[src/rtl/result_uart_pkg.sv]
// Shared types and constants for the result UART transmitter.
package result_uart_pkg;

    localparam int   UART_DATA_BITS = 8;
    localparam logic LINE_IDLE      = 1'b1;
    localparam logic LINE_START     = 1'b0;

    typedef enum logic [2:0] {
        ST_IDLE,
        ST_START,
        ST_DATA,
        ST_PARITY,
        ST_STOP
    } state_e;

endpackage

[src/rtl/result_fifo.sv]
// Synchronous FIFO for buffered ALU results; a push into a full FIFO is
// accepted when a pop happens in the same cycle.
module result_fifo #(
    parameter int DEPTH = 4,
    parameter int DW    = 8
) (
    input  logic                     clk,
    input  logic                     rst,
    input  logic                     push,
    input  logic                     pop,
    input  logic [DW-1:0]            wr_data,
    output logic [DW-1:0]            rd_data,
    output logic                     full,
    output logic                     empty,
    output logic [$clog2(DEPTH):0]   count
);
    localparam int AW = $clog2(DEPTH);

    logic [AW-1:0] wr_ptr_q, wr_ptr_d;
    logic [AW-1:0] rd_ptr_q, rd_ptr_d;
    logic [AW:0]   count_q, count_d;
    logic [DW-1:0] mem_q [DEPTH];
    logic          push_ok, pop_ok;

    assign full    = (count_q == (AW+1)'(DEPTH));
    assign empty   = (count_q == '0);
    assign push_ok = push && (!full || pop);
    assign pop_ok  = pop && !empty;
    assign rd_data = mem_q[rd_ptr_q];
    assign count   = count_q;

    // NOTE: every variable gets a default at the top of always_comb so no path leaves it unassigned (no latch).
    always_comb begin
        wr_ptr_d = push_ok ? wr_ptr_q + 1'b1 : wr_ptr_q;
        rd_ptr_d = pop_ok  ? rd_ptr_q + 1'b1 : rd_ptr_q;
        count_d  = count_q;
        case ({push_ok, pop_ok})
            2'b10:   count_d = count_q + 1'b1;
            2'b01:   count_d = count_q - 1'b1;
            default: count_d = count_q;
        endcase
    end

    // NOTE: sequential state uses non-blocking (<=) so all flops update together at the edge.
    always_ff @(posedge clk or posedge rst) begin
        if (rst) begin
            wr_ptr_q <= '0;
            rd_ptr_q <= '0;
            count_q  <= '0;
        end else begin
            wr_ptr_q <= wr_ptr_d;
            rd_ptr_q <= rd_ptr_d;
            count_q  <= count_d;
        end
    end

    // NOTE: storage is deliberately not reset; the pointers and count define which entries are valid.
    always_ff @(posedge clk) begin
        if (push_ok) mem_q[wr_ptr_q] <= wr_data;
    end

endmodule

[src/rtl/result_uart_tx.sv]
// result_uart_tx: buffers 8-bit ALU results and serialises them LSB first as UART 8N1.
// Define RESULT_UART_PARITY_EN to insert an even-parity bit (8E1 frames).
module result_uart_tx
    import result_uart_pkg::*;
#(
    parameter int CLKS_PER_BIT = 16,
    parameter int FIFO_DEPTH   = 4,
    parameter int DW           = 8
) (
    input  logic                        clk,
    input  logic                        rst,
    input  logic                        res_valid,
    input  logic [DW-1:0]               res_data,
    input  logic                        ovf_clr,
    output logic                        tx,
    output logic                        busy,
    output logic                        fifo_full,
    output logic [$clog2(FIFO_DEPTH):0] fifo_count,
    output logic                        overflow
);
    localparam int                BAUD_W    = $clog2(CLKS_PER_BIT);
    localparam int                BIT_W     = $clog2(UART_DATA_BITS);
    localparam logic [BAUD_W-1:0] BAUD_LAST = BAUD_W'(CLKS_PER_BIT - 1);
    localparam logic [BIT_W-1:0]  BIT_LAST  = BIT_W'(UART_DATA_BITS - 1);

    state_e            state_q, state_d;
    logic [BAUD_W-1:0] baud_q, baud_d;
    logic [BIT_W-1:0]  bit_q, bit_d;
    logic [DW-1:0]     shift_q, shift_d;
    logic              par_q, par_d;
    logic              tx_q, tx_d;
    logic              busy_q, busy_d;
    logic              ovf_q, ovf_d;
    logic              pop, baud_end, fifo_empty;
    logic [DW-1:0]     fifo_rd_data;

    result_fifo #(.DEPTH(FIFO_DEPTH), .DW(DW)) u_fifo (
        .clk     (clk),
        .rst     (rst),
        .push    (res_valid),
        .pop     (pop),
        .wr_data (res_data),
        .rd_data (fifo_rd_data),
        .full    (fifo_full),
        .empty   (fifo_empty),
        .count   (fifo_count)
    );

    assign baud_end = (baud_q == BAUD_LAST);

    always_ff @(posedge clk or posedge rst) begin
        if (rst) begin
            state_q <= ST_IDLE;
            baud_q  <= '0;
            bit_q   <= '0;
            shift_q <= '0;
            par_q   <= 1'b0;
            tx_q    <= LINE_IDLE;
            busy_q  <= 1'b0;
            ovf_q   <= 1'b0;
        end else begin
            state_q <= state_d;
            baud_q  <= baud_d;
            bit_q   <= bit_d;
            shift_q <= shift_d;
            par_q   <= par_d;
            tx_q    <= tx_d;
            busy_q  <= busy_d;
            ovf_q   <= ovf_d;
        end
    end

    always_comb begin
        state_d = state_q;
        bit_d   = bit_q;
        shift_d = shift_q;
        par_d   = par_q;
        pop     = 1'b0;
        baud_d  = (state_q == ST_IDLE || baud_end) ? '0 : baud_q + 1'b1;
        case (state_q)
            ST_IDLE: begin
                if (!fifo_empty) begin
                    pop     = 1'b1;
                    shift_d = fifo_rd_data;
                    par_d   = ^fifo_rd_data;
                    state_d = ST_START;
                end
            end
            ST_START: begin
                if (baud_end) begin
                    state_d = ST_DATA;
                    bit_d   = '0;
                end
            end
            ST_DATA: begin
                if (baud_end) begin
                    if (bit_q == BIT_LAST) begin
                        bit_d = '0;
`ifdef RESULT_UART_PARITY_EN
                        state_d = ST_PARITY;
`else
                        state_d = ST_STOP;
`endif
                    end else begin
                        bit_d   = bit_q + 1'b1;
                        shift_d = shift_q >> 1;
                    end
                end
            end
            ST_PARITY: begin
                if (baud_end) state_d = ST_STOP;
            end
            ST_STOP: begin
                // Reload straight from the FIFO so consecutive frames abut with no idle gap.
                if (baud_end) begin
                    if (!fifo_empty) begin
                        pop     = 1'b1;
                        shift_d = fifo_rd_data;
                        par_d   = ^fifo_rd_data;
                        state_d = ST_START;
                    end else begin
                        state_d = ST_IDLE;
                    end
                end
            end
            default: state_d = ST_IDLE;
        endcase
    end

    // The line level is computed from the next state so tx is a clean register output.
    always_comb begin
        tx_d   = LINE_IDLE;
        busy_d = (state_d != ST_IDLE);
        ovf_d  = ovf_q;
        case (state_d)
            ST_START:  tx_d = LINE_START;
            ST_DATA:   tx_d = shift_d[0];
            ST_PARITY: tx_d = par_d;
            default:   tx_d = LINE_IDLE;
        endcase
        if (res_valid && fifo_full && !pop) ovf_d = 1'b1;
        else if (ovf_clr)                   ovf_d = 1'b0;
    end

    assign tx       = tx_q;
    assign busy     = busy_q;
    assign overflow = ovf_q;

endmodule
[config.mk]
export PLATFORM = sky130hd
export DESIGN_NAME = result_uart_tx
export DESIGN_NICKNAME = d
export VERILOG_FILES = /design/src/rtl/result_uart_pkg.sv /design/src/rtl/result_fifo.sv /design/src/rtl/result_uart_tx.sv
export SDC_FILE = /design/constraint.sdc
export NUM_CORES = 1
export LEC_CHECK = 0
export CELL_PAD_IN_SITES_DETAIL_PLACEMENT = 1
export CELL_PAD_IN_SITES_GLOBAL_PLACEMENT = 1
export CORE_MARGIN = 8
export CORE_UTILIZATION = 50
export CTS_BUF_LIST = sky130_fd_sc_hd__clkbuf_2
export CTS_CLUSTER_DIAMETER = 50
export CTS_CLUSTER_SIZE = 8
export DETAILED_ROUTE_END_ITERATION = 8
export DONT_BUFFER_PORTS = 1
export GPL_TIMING_DRIVEN = 0
export PLACE_DENSITY = 0.81
export SYNTH_ARGS = -nofsm -noshare
export SYNTH_HDL_FRONTEND = slang
export SYNTH_SLANG_ARGS = --single-unit
[constraint.sdc]
create_clock -name clk -period 6.6 [get_ports clk]
set_input_delay 0.99 -clock clk [delete_from_list [all_inputs] [get_ports clk]]
set_output_delay 0.99 -clock clk [all_outputs]
set_load 0.02 [all_outputs]
## Word level (Yosys, flattened, before mapping)

Memories as Yosys holds them, arrays and structs flattened.
Cells that the tools add are included.

- Logic and storage cells: 84
- Output and inout bits: 7
- Flip-flop bits (word level): 29
- Memory bits (writable): 32
- Bits of input ports: 12
- Memories kept: 1

- Multiplexer cells: 30
- Reduce and logical (&&, ||, !) cells: 19
- Equal/unequal tests: 16
- Add/sub/neg operators: 6

Memories:

| memory | words | width | rd ports | clocked after Yosys merged registers in | write ports | RTL line | RTL |
|---|---|---|---|---|---|---|---|
| u_fifo.mem_q | 4 | 8 | 1 | 0 | 1 | result_fifo.sv:22 | `logic [DW-1:0] mem_q [DEPTH];` |

Operator list:

| kind | number |
|---|---|
| $mux 8 | 4 |
| $mux 3 | 9 |
| $pmux 8 s3 | 1 |
| $pmux 3 s5 | 1 |
| $eq 3x2->1 const B | 4 |
| $pmux 3 s2 | 2 |
| $eq 3x3->1 const B | 3 |
| $mux 1 | 9 |
| $ne 2x2->1 const B | 4 |
| $reduce_xor 8->1 | 1 |
| $add 3x1->3 const B | 2 |
| $eq 3x1->1 const B | 2 |
| $logic_not 3->1 | 2 |
| $reduce_bool 2->1 | 3 |
| $reduce_bool 3->1 | 2 |
| $add 2x1->2 const B | 2 |
| $add 4x1->4 const B | 1 |
| $eq 4x4->1 const B | 1 |
| $logic_and 1x1->1 | 4 |
| $mux 4 | 1 |
| $pmux 1 s2 | 2 |
| $reduce_and 4->1 | 1 |
| $logic_not 1->1 | 3 |
| $pmux 1 s3 | 1 |
| other kinds (5) | 6 |

## Logic depth before layout (Yosys ltp)

- Word-level depth: 8
- Depth in mapped cells: 12
- Depth with buffers taken out: 12

## By module

From an unflattened synthesis, not the netlist that was laid out.

- Cells, all modules: 210
- Area total of the unflattened synthesis: 2,877.8 um^2

Modules (own cells, without submodules):

| module | instances | seq. area each (um^2) | cells an instance | area an instance (um^2) |
|---|---|---|---|---|
| result_fifo | 1 | 1,136.1 | 81 | 1,591.5 |
| result_uart_tx | 1 | 551.8 | 129 | 1,286.2 |

## Worst setup path before layout

OpenSTA, ideal clock, no wires.

- Path kind: reg-to-reg
- Start point: register baud_q[0]
- End point: register u_fifo.count_q[2], in the netlist u_fifo.count[2]
- Clock period less this slack: 2.334 ns
- Stages on the path, launching flop included: 12
- Data required time: 6.520 ns
- Path buffers: 1
- Library setup time: 0.080 ns
- Arrival: 2.254 ns
- Path slack: 4.266 ns
- Cells stage by stage: dfrtp_1 > ha_1 > nand3_1 > and2_1 > nor3_1 > buf_2 > ha_1 > inv_1 > fa_1 > xor2_1 > nor2_1 > xor2_1

- Elaborated cells between the ends (all ways): 10
- Those cells by class: eq/ne (3); mux (3); reduce/logical (4)

RTL lines:

| what | RTL line | RTL |
|---|---|---|
| from (decl) | result_uart_tx.sv:27 | `logic [BAUD_W-1:0] baud_q, baud_d;` |
| from (signal assigned) | result_uart_tx.sv:63 | `baud_q <= baud_d;` |
| $eq 4x4->1 * | result_uart_tx.sv:49 | `assign baud_end = (baud_q == BAUD_LAST);` |
| $mux 1 * | result_uart_tx.sv:115 | `if (baud_end) begin` |
| $pmux 1 s2 * | result_uart_tx.sv:80 | `case (state_q)` |
| $logic_and 1x1->1 * | result_fifo.sv:28 | `assign pop_ok = pop && !empty;` |
| named net u_fifo.pop_ok | result_fifo.sv:23 | `logic push_ok, pop_ok;` |
| $eq 2x1->1 or $eq 2x2->1 (tied branches) | result_fifo.sv:37 | `case ({push_ok, pop_ok})` |
| $pmux 3 s2 or $reduce_bool 2->1 (tied branches) | -- |  |
| to (signal assigned) | result_fifo.sv:53 | `count_q <= count_d;` |
| to (decl) | result_fifo.sv:21 | `logic [AW:0] count_q, count_d;` |

The timed path passes the listed nets; every way through them passes the cells marked *.
A chain may end at the register's enable or synchronous reset.

## Final worst setup path

Same ends and word-level chain as after synthesis.

==> results.cfg <==
[synthesis]
synth_edf_count = 32
dominantRegCellSynth = edfxtp_1
synth-simple-area-share_pct = 8.04
synth_top_area_share_pct = 35.7
async_flop_share_pct = 47.5
yosys.area_share.xor_xnor_pct = 4.88
synth_area_mm2 = 0.00269
synth_top_area_cell = edfxtp_1
ys_top_cells_by_area = edfxtp_1, dfrtp_1, mux4_2
synthMuxAreaShare_pct = 8.60
ys_types = 38
synth.net_count = 213
syn_avg_cell_area_um2 = 14.0
ys_seq_area_share_pct = 62.7
synth_most_common_cell = edfxtp_1
ys_warn_count = 0
synth_compound_area_share_pct = 7.71
synth_top_family_by_area = multiplexers
ys_top_cells_by_count = edfxtp_1, dfrtp_1, inv_1
ys_seq_elements = 61
synthCells = 192
synth_fa_ha_area_share_pct = 4.46

[clock_tree]
clock_path_buffers = 2
h-tree-depth = 3
cts_tree = done
clkTransAtPathRegs_ns = 0.21
post_cts_resized = 0
cts_setup_buffers = 0
cts_root_buf = clkbuf_2
clock-sinks = 61
cts_hold_buffers = 0
cts_buffers = 9
clkLatencyLatePin_ns = 0.53

[timing]
fin_tns_setup_ns = 0
drv_slew = 0
skew_ns = 0.0366
fmax_ghz = 0.352
tightest_slew_ns = 1.13
timing.final.crit_share_pct = 43.0
rsz0062_at_grt = no
hold_viol = 0
fin_crit_ns = 2.84
slew_headroom_pct = 24.8
finalSetupViolCount = 0

[placed_design]
place_congestion = 0.819
place_hpwl_mm = 3.64
portBuffers = 0

[worst_hold_path]
holdPathStages = 1
holdPathEnd = baud_q[0]
min_path_type = flop to flop
min-delay-start = baud_q[0]

[worst_setup_path]
endpoint_kind = flop
reg2reg_to = u_fifo.count[2]
r2r-start = baud_q[0]
reg2reg_depth = 11
cpMaxStageDelayCell = dfrtp_1
crit_buf_inv = 2
path_max_fanout = 10
regToRegSetupSlack_ns = 3.76
path_class = flop to flop
cp_top_family = simple AND/OR/NAND/NOR gates
start_kind = flop
max_stage_delay_ns = 0.44
crit_chain = ha_1 -> nand3_1 -> and2_1 -> nor3_1 -> buf_2 -> ha_1 -> inv_1 -> fa_1 -> xor2_1 -> nor2_1 -> xor2_1
arrival_ns = 3.30
critPathRequiredTime_ns = 7.06

[die]
ios = 19
coreArea_mm2 = 0.00514
die_y_um = 89.4
core.rowCount = 26
dieArea_mm2 = 0.00799
initial_core_util_pct = 52.4
fp.dieW_um = 89.4

[power_and_ir_drop]
clkPwrFrac_pct = 20.0
switching_share_pct = 36.5
pwr-share-seq_pct = 44.0
fin_total_pwr_mw = 1.40
p_leak_nw = 1.17
power.density_mw_per_mm2 = 477
comb_power_share_pct = 35.9
p_int_uw = 887
switching_power_uw = 509
ir_worst_vdd_v = 0.000256

[route]
ant_nets = 0
firstDrtPassIters = 4
drtIter0Drc = 82
vias = 1573
wl_per_cell_um = 19.1
routed_via_density = 5.66
postRouteWirelength_mm = 5.31
post-route-drc-count = 0

[cells_and_area]
ff_latch_area_mm2 = 0.00169
fillers = 525
multi_input_area_um2 = 907
syn_to_final_growth_pct = 8.64
final_nets = 224
drive_gt1_share_pct = 15.9
n_antenna_cell = 0

[global_route]
met2_usage_pct = 26.7
antenna_found_initial = 0
met3_usage_pct = 5.97
grt_start_max_net_pins = 30
busiest_layer = met2
grt_pass1_wl_mm = 8.89
first_global_vias = 1751
grt_overflow_total = 0
track_usage_pct = 15.4
grt_util_met1_pct = 16.1

[job]
cap_violations = 0

[outcome]
status = finished clean
-- cell usage in the layout, fill, tap and decap left out, types with 4 or more instances in the layout --
cell type,n
inv_1,16
a21oi_1,6
dfrtp_1,28
xor2_1,5
o21ai_0,7
clkbuf_2,10
and2_1,5
ha_1,8
xnor2_1,10
mux4_2,8
nor2_1,12
nand2_1,8
edfxtp_1,32
mux2i_1,4
a222oi_1,6
-- power by group through the flow --
| stage | Combinational, mW | Clock [mW] | Sequential (mW) |
|---|---|---|---|
| floorplan | 0.412 | 0 | 0.598 |
| global placement | 0.474 | 0 | 0.611 |
| detailed placement | 0.507 | 0 | 0.622 |
| CTS | 0.513 | 0.281 | 0.615 |
| global route | 0.562 | 0.298 | 0.628 |
| finish | 0.502 | 0.279 | 0.615 |
-- state kept, by name (all words and copies together), names as in the netlist --
register	count
u_fifo.rd_ptr_q	2
u_fifo.wr_ptr_q	2
tx	1
baud_q	4
shift_q	8
overflow	1
par_q	1
state_q	3
u_fifo.mem_q	32
busy	1
bit_q	3
u_fifo.count	3
-- through the flow --
| stage | util [%] | hold slack, ns | cell area [µm²] | setup slack (ns) | std cells |
|---|---|---|---|---|---|
| 2_1_floorplan | - | 0.433 | 2690 | 4.27 | 192 |
| 3_3_place_gp | 54.1 | 0.443 | 2780 | 3.99 | 262 |
| 3_5_place_dp | 54.1 | 0.469 | 2780 | 3.79 | 262 |
| 4_1_cts | 56.9 | 0.492 | 2930 | 3.73 | 278 |
| 5_1_grt | 56.9 | 0.491 | 2930 | 3.56 | 278 |
| 6_report | 56.9 | 0.507 | 2930 | 3.76 | 278 |
-- per-layer routing --
metal	routed length (µm)	up-vias	part of all wire [%]
met1	2130	800	40
li1	-	729	-
met4	125	0	2.4
met2	2790	32	53
met3	262	12	4.9
met5	0	-	0
-- cell families (layout without fill, tap and decap cells) --
group,Yosys count,after routing
DFF,61,61
and+or+nand+nor,42,42
xor gates and xnor gates,15,15
AOI/OAI and AO/OA,29,29
muxes,13,13
adders and majority gates,9,9
buffers and inverters,23,39
-- worst max path at each step --
stage                            endpoint  slack, ns       from  cells past startpoint
after floorplan           u_fifo.count[2]       4.27  baud_q[0]                     11
after global placement    u_fifo.count[2]       3.99  baud_q[0]                     11
after detailed placement  u_fifo.count[2]       3.79  baud_q[0]                     11
after CTS                 u_fifo.count[2]       3.73  baud_q[0]                     11
after global routing      u_fifo.count[2]       3.56  baud_q[0]                     11
final                     u_fifo.count[2]       3.76  baud_q[0]                     11
-- area by class of cell --
cell class                      instances  area share (%)
Clock buffer                            9            1.54
Inverter                               16            2.05
Tap cell                               70            2.99
Clock inverter                          7            3.42
Buffer                                  7            1.28
Multi-Input combinational cell        108            31.0
Sequential cell                        61            57.7
No activity file was read; power rests on OpenSTA's default activity.
